$ cat config.mk
export PLATFORM = sky130hd
export DESIGN_NAME = vga_timing_gen
export DESIGN_NICKNAME = d
export VERILOG_FILES = /design/src/rtl/vga_timing_pkg.sv /design/src/rtl/vga_axis_counter.sv /design/src/rtl/vga_timing_gen.sv
export SDC_FILE = /design/constraint.sdc
export NUM_CORES = 1
export LEC_CHECK = 0
export CAP_MARGIN = 20
export CORE_MARGIN = 5
export CORE_UTILIZATION = 56
export CTS_CLUSTER_DIAMETER = 80
export DETAILED_ROUTE_END_ITERATION = 8
export PLACE_DENSITY = 0.79
export SLEW_MARGIN = 25
export SYNTH_ARGS = -nofsm -noshare
export SYNTH_HDL_FRONTEND = slang
export SYNTH_HIERARCHICAL = 1
export SYNTH_SLANG_ARGS = --single-unit
$ cat constraint.sdc
create_clock -name iCLK -period 2.2 [get_ports iCLK]
set_clock_uncertainty 0.15 [all_clocks]
set_input_delay 0.66 -clock iCLK [delete_from_list [all_inputs] [get_ports iCLK]]
set_output_delay 0.66 -clock iCLK [all_outputs]
set_load 0.01 [all_outputs]
$ cat src/rtl/vga_timing_pkg.sv
// Shared VGA timing constants (640x480 defaults), counter/address types and output bundle.
package vga_timing_pkg;

   localparam int unsigned DEF_H_SYNC = 96;
   localparam int unsigned DEF_H_BP   = 48;
   localparam int unsigned DEF_H_ACT  = 640;
   localparam int unsigned DEF_H_FP   = 16;
   localparam int unsigned DEF_V_SYNC = 2;
   localparam int unsigned DEF_V_BP   = 33;
   localparam int unsigned DEF_V_ACT  = 480;
   localparam int unsigned DEF_V_FP   = 10;

   localparam int unsigned H_TOT   = DEF_H_SYNC + DEF_H_BP + DEF_H_ACT + DEF_H_FP;
   localparam int unsigned V_TOT   = DEF_V_SYNC + DEF_V_BP + DEF_V_ACT + DEF_V_FP;
   localparam int unsigned H_START = DEF_H_SYNC + DEF_H_BP;
   localparam int unsigned V_START = DEF_V_SYNC + DEF_V_BP;

   localparam int unsigned CNT_W  = 11;
   localparam int unsigned ADDR_W = 10;

   typedef logic [CNT_W-1:0]  cnt_t;
   typedef logic [ADDR_W-1:0] addr_t;

   typedef struct packed {
      logic  hs;
      logic  vs;
      logic  blank_n;
      logic  line_start;
      logic  frame_start;
      addr_t h_addr;
      addr_t v_addr;
   } vga_out_t;

   localparam vga_out_t OUT_RST = '{
      hs:          1'b1,
      vs:          1'b1,
      blank_n:     1'b0,
      line_start:  1'b0,
      frame_start: 1'b0,
      h_addr:      '0,
      v_addr:      '0
   };

   // Half-open window test: lo <= val < hi.
   function automatic logic in_window(input cnt_t val, input cnt_t lo, input cnt_t hi);
      return (val >= lo) && (val < hi);
   endfunction

endpackage

$ cat src/rtl/vga_axis_counter.sv
// Wrap counter 0..MAX with enable, combinational terminal count and async active-high reset.
module vga_axis_counter
   import vga_timing_pkg::*;
#(
   parameter int unsigned MAX = 799
) (
   input  logic             clk_i,
   input  logic             rst_i,
   input  logic             en_i,
   output logic [CNT_W-1:0] cnt_o,
   output logic             tc_o
);

   localparam cnt_t MAX_C = cnt_t'(MAX);

   cnt_t cnt_d, cnt_q;

   assign tc_o  = (cnt_q == MAX_C);
   assign cnt_o = cnt_q;

   always_comb begin
      cnt_d = cnt_q;
      if (en_i) begin
         cnt_d = tc_o ? '0 : cnt_q + cnt_t'(1);
      end
   end

   always_ff @(posedge clk_i or posedge rst_i) begin
      if (rst_i) begin
         cnt_q <= '0;
      end else begin
         cnt_q <= cnt_d;
      end
   end

endmodule

$ cat src/rtl/vga_timing_gen.sv
// VGA sync/blank/address generator: two chained axis counters plus a registered decode stage.
module vga_timing_gen
   import vga_timing_pkg::*;
#(
   parameter int unsigned H_SYNC = DEF_H_SYNC,
   parameter int unsigned H_BP   = DEF_H_BP,
   parameter int unsigned H_ACT  = DEF_H_ACT,
   parameter int unsigned H_FP   = DEF_H_FP,
   parameter int unsigned V_SYNC = DEF_V_SYNC,
   parameter int unsigned V_BP   = DEF_V_BP,
   parameter int unsigned V_ACT  = DEF_V_ACT,
   parameter int unsigned V_FP   = DEF_V_FP
) (
   input  logic        iCLK,
   input  logic        iRST,
   output logic [9:0]  oH_ADDR,
   output logic [9:0]  oV_ADDR,
   output logic        oHS,
   output logic        oVS,
   output logic        oBLANK_n,
   output logic        oLINE_START,
   output logic        oFRAME_START
);

   localparam int unsigned H_TOTAL = H_SYNC + H_BP + H_ACT + H_FP;
   localparam int unsigned V_TOTAL = V_SYNC + V_BP + V_ACT + V_FP;

   localparam cnt_t H_SYNC_C      = cnt_t'(H_SYNC);
   localparam cnt_t V_SYNC_C      = cnt_t'(V_SYNC);
   localparam cnt_t H_ACT_START   = cnt_t'(H_SYNC + H_BP);
   localparam cnt_t H_ACT_END     = cnt_t'(H_SYNC + H_BP + H_ACT);
   localparam cnt_t V_ACT_START   = cnt_t'(V_SYNC + V_BP);
   localparam cnt_t V_ACT_END     = cnt_t'(V_SYNC + V_BP + V_ACT);

   cnt_t     h_cnt, v_cnt;
   logic     h_tc, v_tc;
   logic     h_act, v_act, active;
   logic     at_origin_d, at_origin_q;
   vga_out_t out_d, out_q;

   vga_axis_counter #(
      .MAX (H_TOTAL - 1)
   ) u_h_cnt (
      .clk_i (iCLK),
      .rst_i (iRST),
      .en_i  (1'b1),
      .cnt_o (h_cnt),
      .tc_o  (h_tc)
   );

   // Vertical advances only on the horizontal wrap cycle.
   vga_axis_counter #(
      .MAX (V_TOTAL - 1)
   ) u_v_cnt (
      .clk_i (iCLK),
      .rst_i (iRST),
      .en_i  (h_tc),
      .cnt_o (v_cnt),
      .tc_o  (v_tc)
   );

   assign h_act       = in_window(h_cnt, H_ACT_START, H_ACT_END);
   assign v_act       = in_window(v_cnt, V_ACT_START, V_ACT_END);
   assign active      = h_act & v_act;
   // Counters sit at (0,0) in the cycle after both terminal counts, and straight out of reset.
   assign at_origin_d = h_tc & v_tc;

   always_comb begin
      out_d             = OUT_RST;
      out_d.hs          = ~(h_cnt < H_SYNC_C);
      out_d.vs          = ~(v_cnt < V_SYNC_C);
      out_d.blank_n     = active;
      out_d.line_start  = active && (h_cnt == H_ACT_START);
      out_d.frame_start = at_origin_q;
      if (active) begin
         out_d.h_addr = addr_t'(h_cnt - H_ACT_START);
         out_d.v_addr = addr_t'(v_cnt - V_ACT_START);
      end
   end

   always_ff @(posedge iCLK or posedge iRST) begin
      if (iRST) begin
         out_q       <= OUT_RST;
         at_origin_q <= 1'b1;
      end else begin
         out_q       <= out_d;
         at_origin_q <= at_origin_d;
      end
   end

   assign oHS          = out_q.hs;
   assign oVS          = out_q.vs;
   assign oBLANK_n     = out_q.blank_n;
   assign oLINE_START  = out_q.line_start;
   assign oFRAME_START = out_q.frame_start;
   assign oH_ADDR      = out_q.h_addr;
   assign oV_ADDR      = out_q.v_addr;

endmodule

==> impl_metrics.toml, run 1 <==
[outcome]
status = "finished clean"

[synth]
yosysWarningCount = 6
synth_cell_types = 49
ys_ff_latch = 48
synthTopCellsByCount = "45 x dfrtp_1, 19 x xnor2_1, 15 x nor3_2"
yosys.area.top_type_share_pct = 46.30
synth_cells = 212
synth_largest_area_cell = "dfrtp_1"
synth-async-reset-ratio_pct = 100.0
synth_edf_count = 0
synth_flop_cell = "dfrtp_1"
seq_area_frac_synth_pct = 49.54
synthesis.area_um2 = 2432
avgSynthCellArea_um2 = 11.47
yosys.cell_count.top_type = "dfrtp_1"
netlist_top_cells_area = "dfrtp_1 46%, xnor2_1 6.8%, nor3_2 6.2%, dfstp_2 3.2%, ha_1 3.1%"

[power]
leakagePower_nw = 1.320
powerDensity_nw_per_um2 = 674.2
peakVddDrop_mv = 0.6715

[routing]
drt_iter0_drc = 146
drc = 0
num_vias = 1741
ant_nets = 0
routed_wirelength_mm = 4.699
viasPerCell = 5.458
firstDrtPassIters = 4
wire_per_inst_um = 14.73

[min_path]
hold_path_depth = 0
holdCritPathClass = "flop to flop"

[critical_path]
cp_max_fo = 5
cp_slowest_cell = "dfrtp_1"
critPathLaunchType = "flop"
path_common_cell = "nand4_1"
cp.depth = 6
critPathKind = "flop to flop"
cp_num_buf_inv = 0
critPathArrivalTime_ns = 2.24
endpoint_kind = "flop"
cp_data_required_time_ns = 2.27
cpPeakStageDelay_ns = 0.45
worstPathCellList = "nor4_1, nand4_1, nor2_2, nand4_1, nor3_2, xor2_1"
reg2reg_depth = 6
cp_top_family = "simple AND/OR/NAND/NOR gates"
regToRegSetupSlack_ns = 0.03

[cells_and_area]
multi_input_area_um2 = 1191
drive_gt1_share_pct = 24.72
fin_cells = 319
fillCellCount = 338
register_area_um2 = 1205
fin_area_um2 = 3015
synthToLayoutAreaGrowth_pct = 23.97
utilization_pct = 70.22
antenna_cells = 0
nets = 274

[clock_tree]
cts_made_buffers = 5
cts-hold-fix-buffers = 0
clk_path_buf_depth = 2
clk_pin_slew_ns = 0.08
cts_tree = "done"
h-tree-depth = 2
cts_sinks = 48
clk_latency_ns = 0.30
cts_root_buf = "clkbuf_8"

[floorplan]
die_h_um = 75.91
initial_core_util_pct = 56.64
die_area_um2 = 5762
row_count = 24
die_width_um = 75.91
num_io_pins = 27
core_um2 = 4294

[job]
maxCapViolations = 0

[timing]
fin_hold_ws_ns = 0.2419
slew_violations = 0
setup_violations = 0
timing.final.hold_violations = 0
tightest_slew_ns = 0.4822
max_freq_mhz = 460.9
setup_tns_ns = 0
slew-limit-headroom_pct = 67.44
final.min_clock_period_ns = 2.169
period_share_pct = 98.61

[global_route]
grt_pass1_wl_mm = 7.997
grt_pass1_vias = 1661
grt_overflow = 0
antenna_found_initial = 0
gr-usage-all-layers_pct = 16.75
grt_start_max_net_pins = 27

[placement]
hpwlAfterDp_mm = 3.337
port_buffers = 26
placed_area_um2 = 2905
gp_congestion = 0.8300
placed_cells = 310
==> what timing repair did <==
item	in CTS	in global routing
buffers inserted	0	1
endpoints found under the setup margin	0	3
resized for setup	0	3
==> layout make-up <==
cell class	count	share of cell area, %
multi-input combinational	155	39.50
tap	52	2.158
clock buffer	8	2.988
inverter	9	1.120
timing repair buffer	47	14.27
sequential	48	39.96
==> where the power goes <==
group	leakage (nW)	switching [mW]	internal, mW
sequential	0.648	0.0800	0.945
clock	0.0455	0.276	0.257
combinational	0.626	0.250	0.225
total	1.32	0.606	1.43
==> cell families (layout without fill, tap and decap cells) <==
| family | Yosys count | count (layout) | share of synthesized area (%) |
|---|---|---|---|
| and+or+nand+nor | 88 | 88 | 26.34 |
| xor gates and xnor gates | 26 | 26 | 9.362 |
| DFF | 48 | 48 | 49.54 |
| AOI/OAI and AO/OA | 27 | 27 | 7.716 |
| adders and majority gates | 6 | 6 | 3.086 |
| muxes | 2 | 2 | 0.8745 |
| other | 1 | 6 | 0.1542 |
| buffers and inverters | 14 | 64 | 2.932 |
==> routing by layer <==
metal / routed length [um] / track usage, % / vias up
met3: 237 / 2.607 / 9
met5: 0 / 0 / -
met2: 2253 / 26.37 / 47
met1: 2121 / 23.40 / 842
met4: 87 / 5.872 / 0
li1: - / - / 843
==> state kept, by name, summed over array words and instances (netlist names) <==
| register | flops |
|---|---|
| at_origin_q | 1 |
| oBLANK_n | 1 |
| oFRAME_START | 1 |
| oHS | 1 |
| oH_ADDR | 10 |
| oLINE_START | 1 |
| oVS | 1 |
| oV_ADDR | 10 |
| u_h_cnt/cnt_o | 11 |
| u_v_cnt/cnt_o | 11 |
==> stage by stage <==
step	setup slack (ns)	power, mW
2_1_floorplan	0.2358	1.370
3_3_place_gp	0.04104	1.501
3_5_place_dp	0.06073	1.512
4_1_cts	0.01548	2.050
5_1_grt	-0.07459	2.143
6_report	0.03055	2.033
==> worst register-to-register path, cell delays in order, from the launching register on <==
cell and delay [ns]:
dfrtp_1 0.45, nor4_1 0.30, nand4_1 0.21, nor2_2 0.23
nand4_1 0.30, nor3_2 0.30, xor2_1 0.16
==> placed cells by master (no fill, tap or decap), types with 4 or more instances in the layout <==
master	n
a21oi_1	6
clkdlybuf4s50_1	26
nor2_1	10
buf_4	20
nand2b_1	4
nor3b_2	4
or3_1	4
conb_1	6
nand4_1	5
nand2_1	14
nor3_2	17
clkbuf_8	6
xnor2_1	19
xor2_1	7
ha_1	6
nand3_1	5
inv_1	9
dfrtp_1	45
==> final timing paths <==
path / startpoint / endpoint
setup reg to reg: u_h_cnt/cnt_o[6] / u_v_cnt/cnt_o[8]
min in group asynchronous: iRST / u_v_cnt/cnt_o[3]
setup / recovery: u_h_cnt/cnt_o[6] / u_v_cnt/cnt_o[8]
hold reg to reg: at_origin_q / oFRAME_START
max in group asynchronous: iRST / oVS
hold / removal: at_origin_q / oFRAME_START
No activity file was read; power rests on OpenSTA's default activity.
==> inputs of run 2 (changes only) <==
- CORE_MARGIN: 5 -> 4
==> run 2 against run 1 <==
  * Clock power up 27%
  * Power grew 9.3%
  * Non-clock buffer count increased by 2
  * Cell count unchanged
  * Critical path depth did not move
  * Sequential power about the same
==> impl_metrics.toml, run 2 (synthesis results as in run 1) <==
[timing]
timing.final.hold_violations = 0
slew-limit-headroom_pct = 60.92
period_share_pct = 97.95
setup_violations = 0
tightest_slew_ns = 0.5827
max_freq_mhz = 464.1
final.min_clock_period_ns = 2.155
fin_hold_ws_ns = 0.2425
timing.final.ws_setup_ns = 0.04512
slew_violations = 0

[floorplan]
die_width_um = 73.91
core_um2 = 4086
initial_core_util_pct = 59.52
num_io_pins = 27
die_h_um = 73.91
row_count = 23
die_area_um2 = 5462

[global_route]
antenna_found_initial = 0
gr-usage-all-layers_pct = 19.83
grt_start_max_net_pins = 23
grt_overflow = 0
grt_pass1_vias = 1696
grt_pass1_wl_mm = 8.238

[min_path]
holdCritPathClass = "flop to flop"

[cells_and_area]
mostFrequentLayoutCells = "44 x dfrtp_1, 26 x clkdlybuf4s50_1, 21 x buf_4"
synthToLayoutAreaGrowth_pct = 26.75
drive_gt1_share_pct = 26.77
antenna_cells = 0
register_area_um2 = 1206
fillCellCount = 300
nets = 276
layout_commonest_cell = "dfrtp_1"
fin_area_um2 = 3083
multi_input_area_um2 = 1196

[clock_tree]
clk_path_buf_depth = 2
clk_pin_slew_ns = 0.09
h-tree-depth = 2
cts_tree = "done"
clk_latency_ns = 0.30
cts_sinks = 48
cts_made_buffers = 5
cts-hold-fix-buffers = 0
cts_root_buf = "clkbuf_8"

[routing]
top_layer_used = "met4"
num_vias = 1764
ant_nets = 0
wl_met1_mm = 2.330
wl_met3_um = 241
viasPerCell = 5.530
wire_per_inst_um = 15.60
dr_wl_met2_mm = 2.313
drc = 0
drt_iter0_drc = 131
routed_wirelength_mm = 4.976
firstDrtPassIters = 4

[critical_path]
worstPathCellList = "nor4_1, nand4_1, nor2_2, nand4_1, nor3_2, xor2_1"
endpoint_kind = "flop"
cp_slowest_cell = "dfrtp_2"
cp_max_fo = 10
cp_data_required_time_ns = 2.27
cp_num_buf_inv = 0
critPathKind = "flop to flop"
critPathArrivalTime_ns = 2.22
cpPeakStageDelay_ns = 0.48
path_common_cell = "nand4_1"
cp_top_family = "simple AND/OR/NAND/NOR gates"
critPathLaunchType = "flop"

[power]
peakVddDrop_mv = 0.7140
p_total_mw = 2.221
leakagePower_nw = 1.351
powerDensity_nw_per_um2 = 720.5

[placement]
gp_congestion = 0.8876
hpwlAfterDp_mm = 3.562
place_ws_ns = 0.09876
placed_area_um2 = 2930
port_buffers = 26

[job]
maxCapViolations = 0

[outcome]
status = "finished clean"
==> run 2: cell types whose count changed in the layout (fill, tap and decap cells not counted), sizes merged <==
cell / previous run / this run
clkbuf: 8 / 7
buf: 21 / 23
bufinv: 0 / 1
==> run 2: timing repair <==
item                                    4_1_cts  5_1_grt
endpoints found under the hold margin         0        0
endpoints found under the setup margin        0        9
buffers inserted                              0        1
gates resized for setup                       0        5
==> run 2: area by class of cell <==
type	instances	area share, %
Sequential cell	48	39.12
Multi-Input combinational cell	155	38.80
Timing Repair Buffer	49	14.85
Clock buffer	7	3.125
Tap cell	50	2.029
Inverter	9	1.096
Clock inverter	1	0.9740
==> run 2: stage by stage <==
step	setup TNS (ns)	std cells	util (%)
after global placement	0	310	71.71
after CTS	0	318	74.80
after floorplan	0	217	-
after detailed placement	0	310	71.71
final	0	319	75.44
after global routing	-0.1106	319	75.44
==> run 2: metal layers <==
layer	vias up	GRT usage, %
met5	-	0
met4	0	6.237
met3	11	3.830
met2	61	31.40
met1	841	27.58
li1	851	-
==> run 2: report_power, final <==
group	internal, mW	switching [mW]	total (mW)
logic	0.253	0.267	0.520
clock network	0.401	0.278	0.679
registers	0.947	0.0760	1.02
==> run 2: final timing paths <==
check | from | end | slack, ns | cells past startpoint
worst max register to register | u_h_cnt/cnt_o[6] | u_v_cnt/cnt_o[10] | 0.05 | 6
max in group asynchronous | iRST | oVS | 0.95 | 3
worst min register to register | at_origin_q | oFRAME_START | 0.24 | 0
worst min-delay path | at_origin_q | oFRAME_START | 0.24 | 0
worst max-delay path | u_h_cnt/cnt_o[6] | u_v_cnt/cnt_o[10] | 0.05 | 6
min in group asynchronous | iRST | oV_ADDR[3] | 0.48 | 2
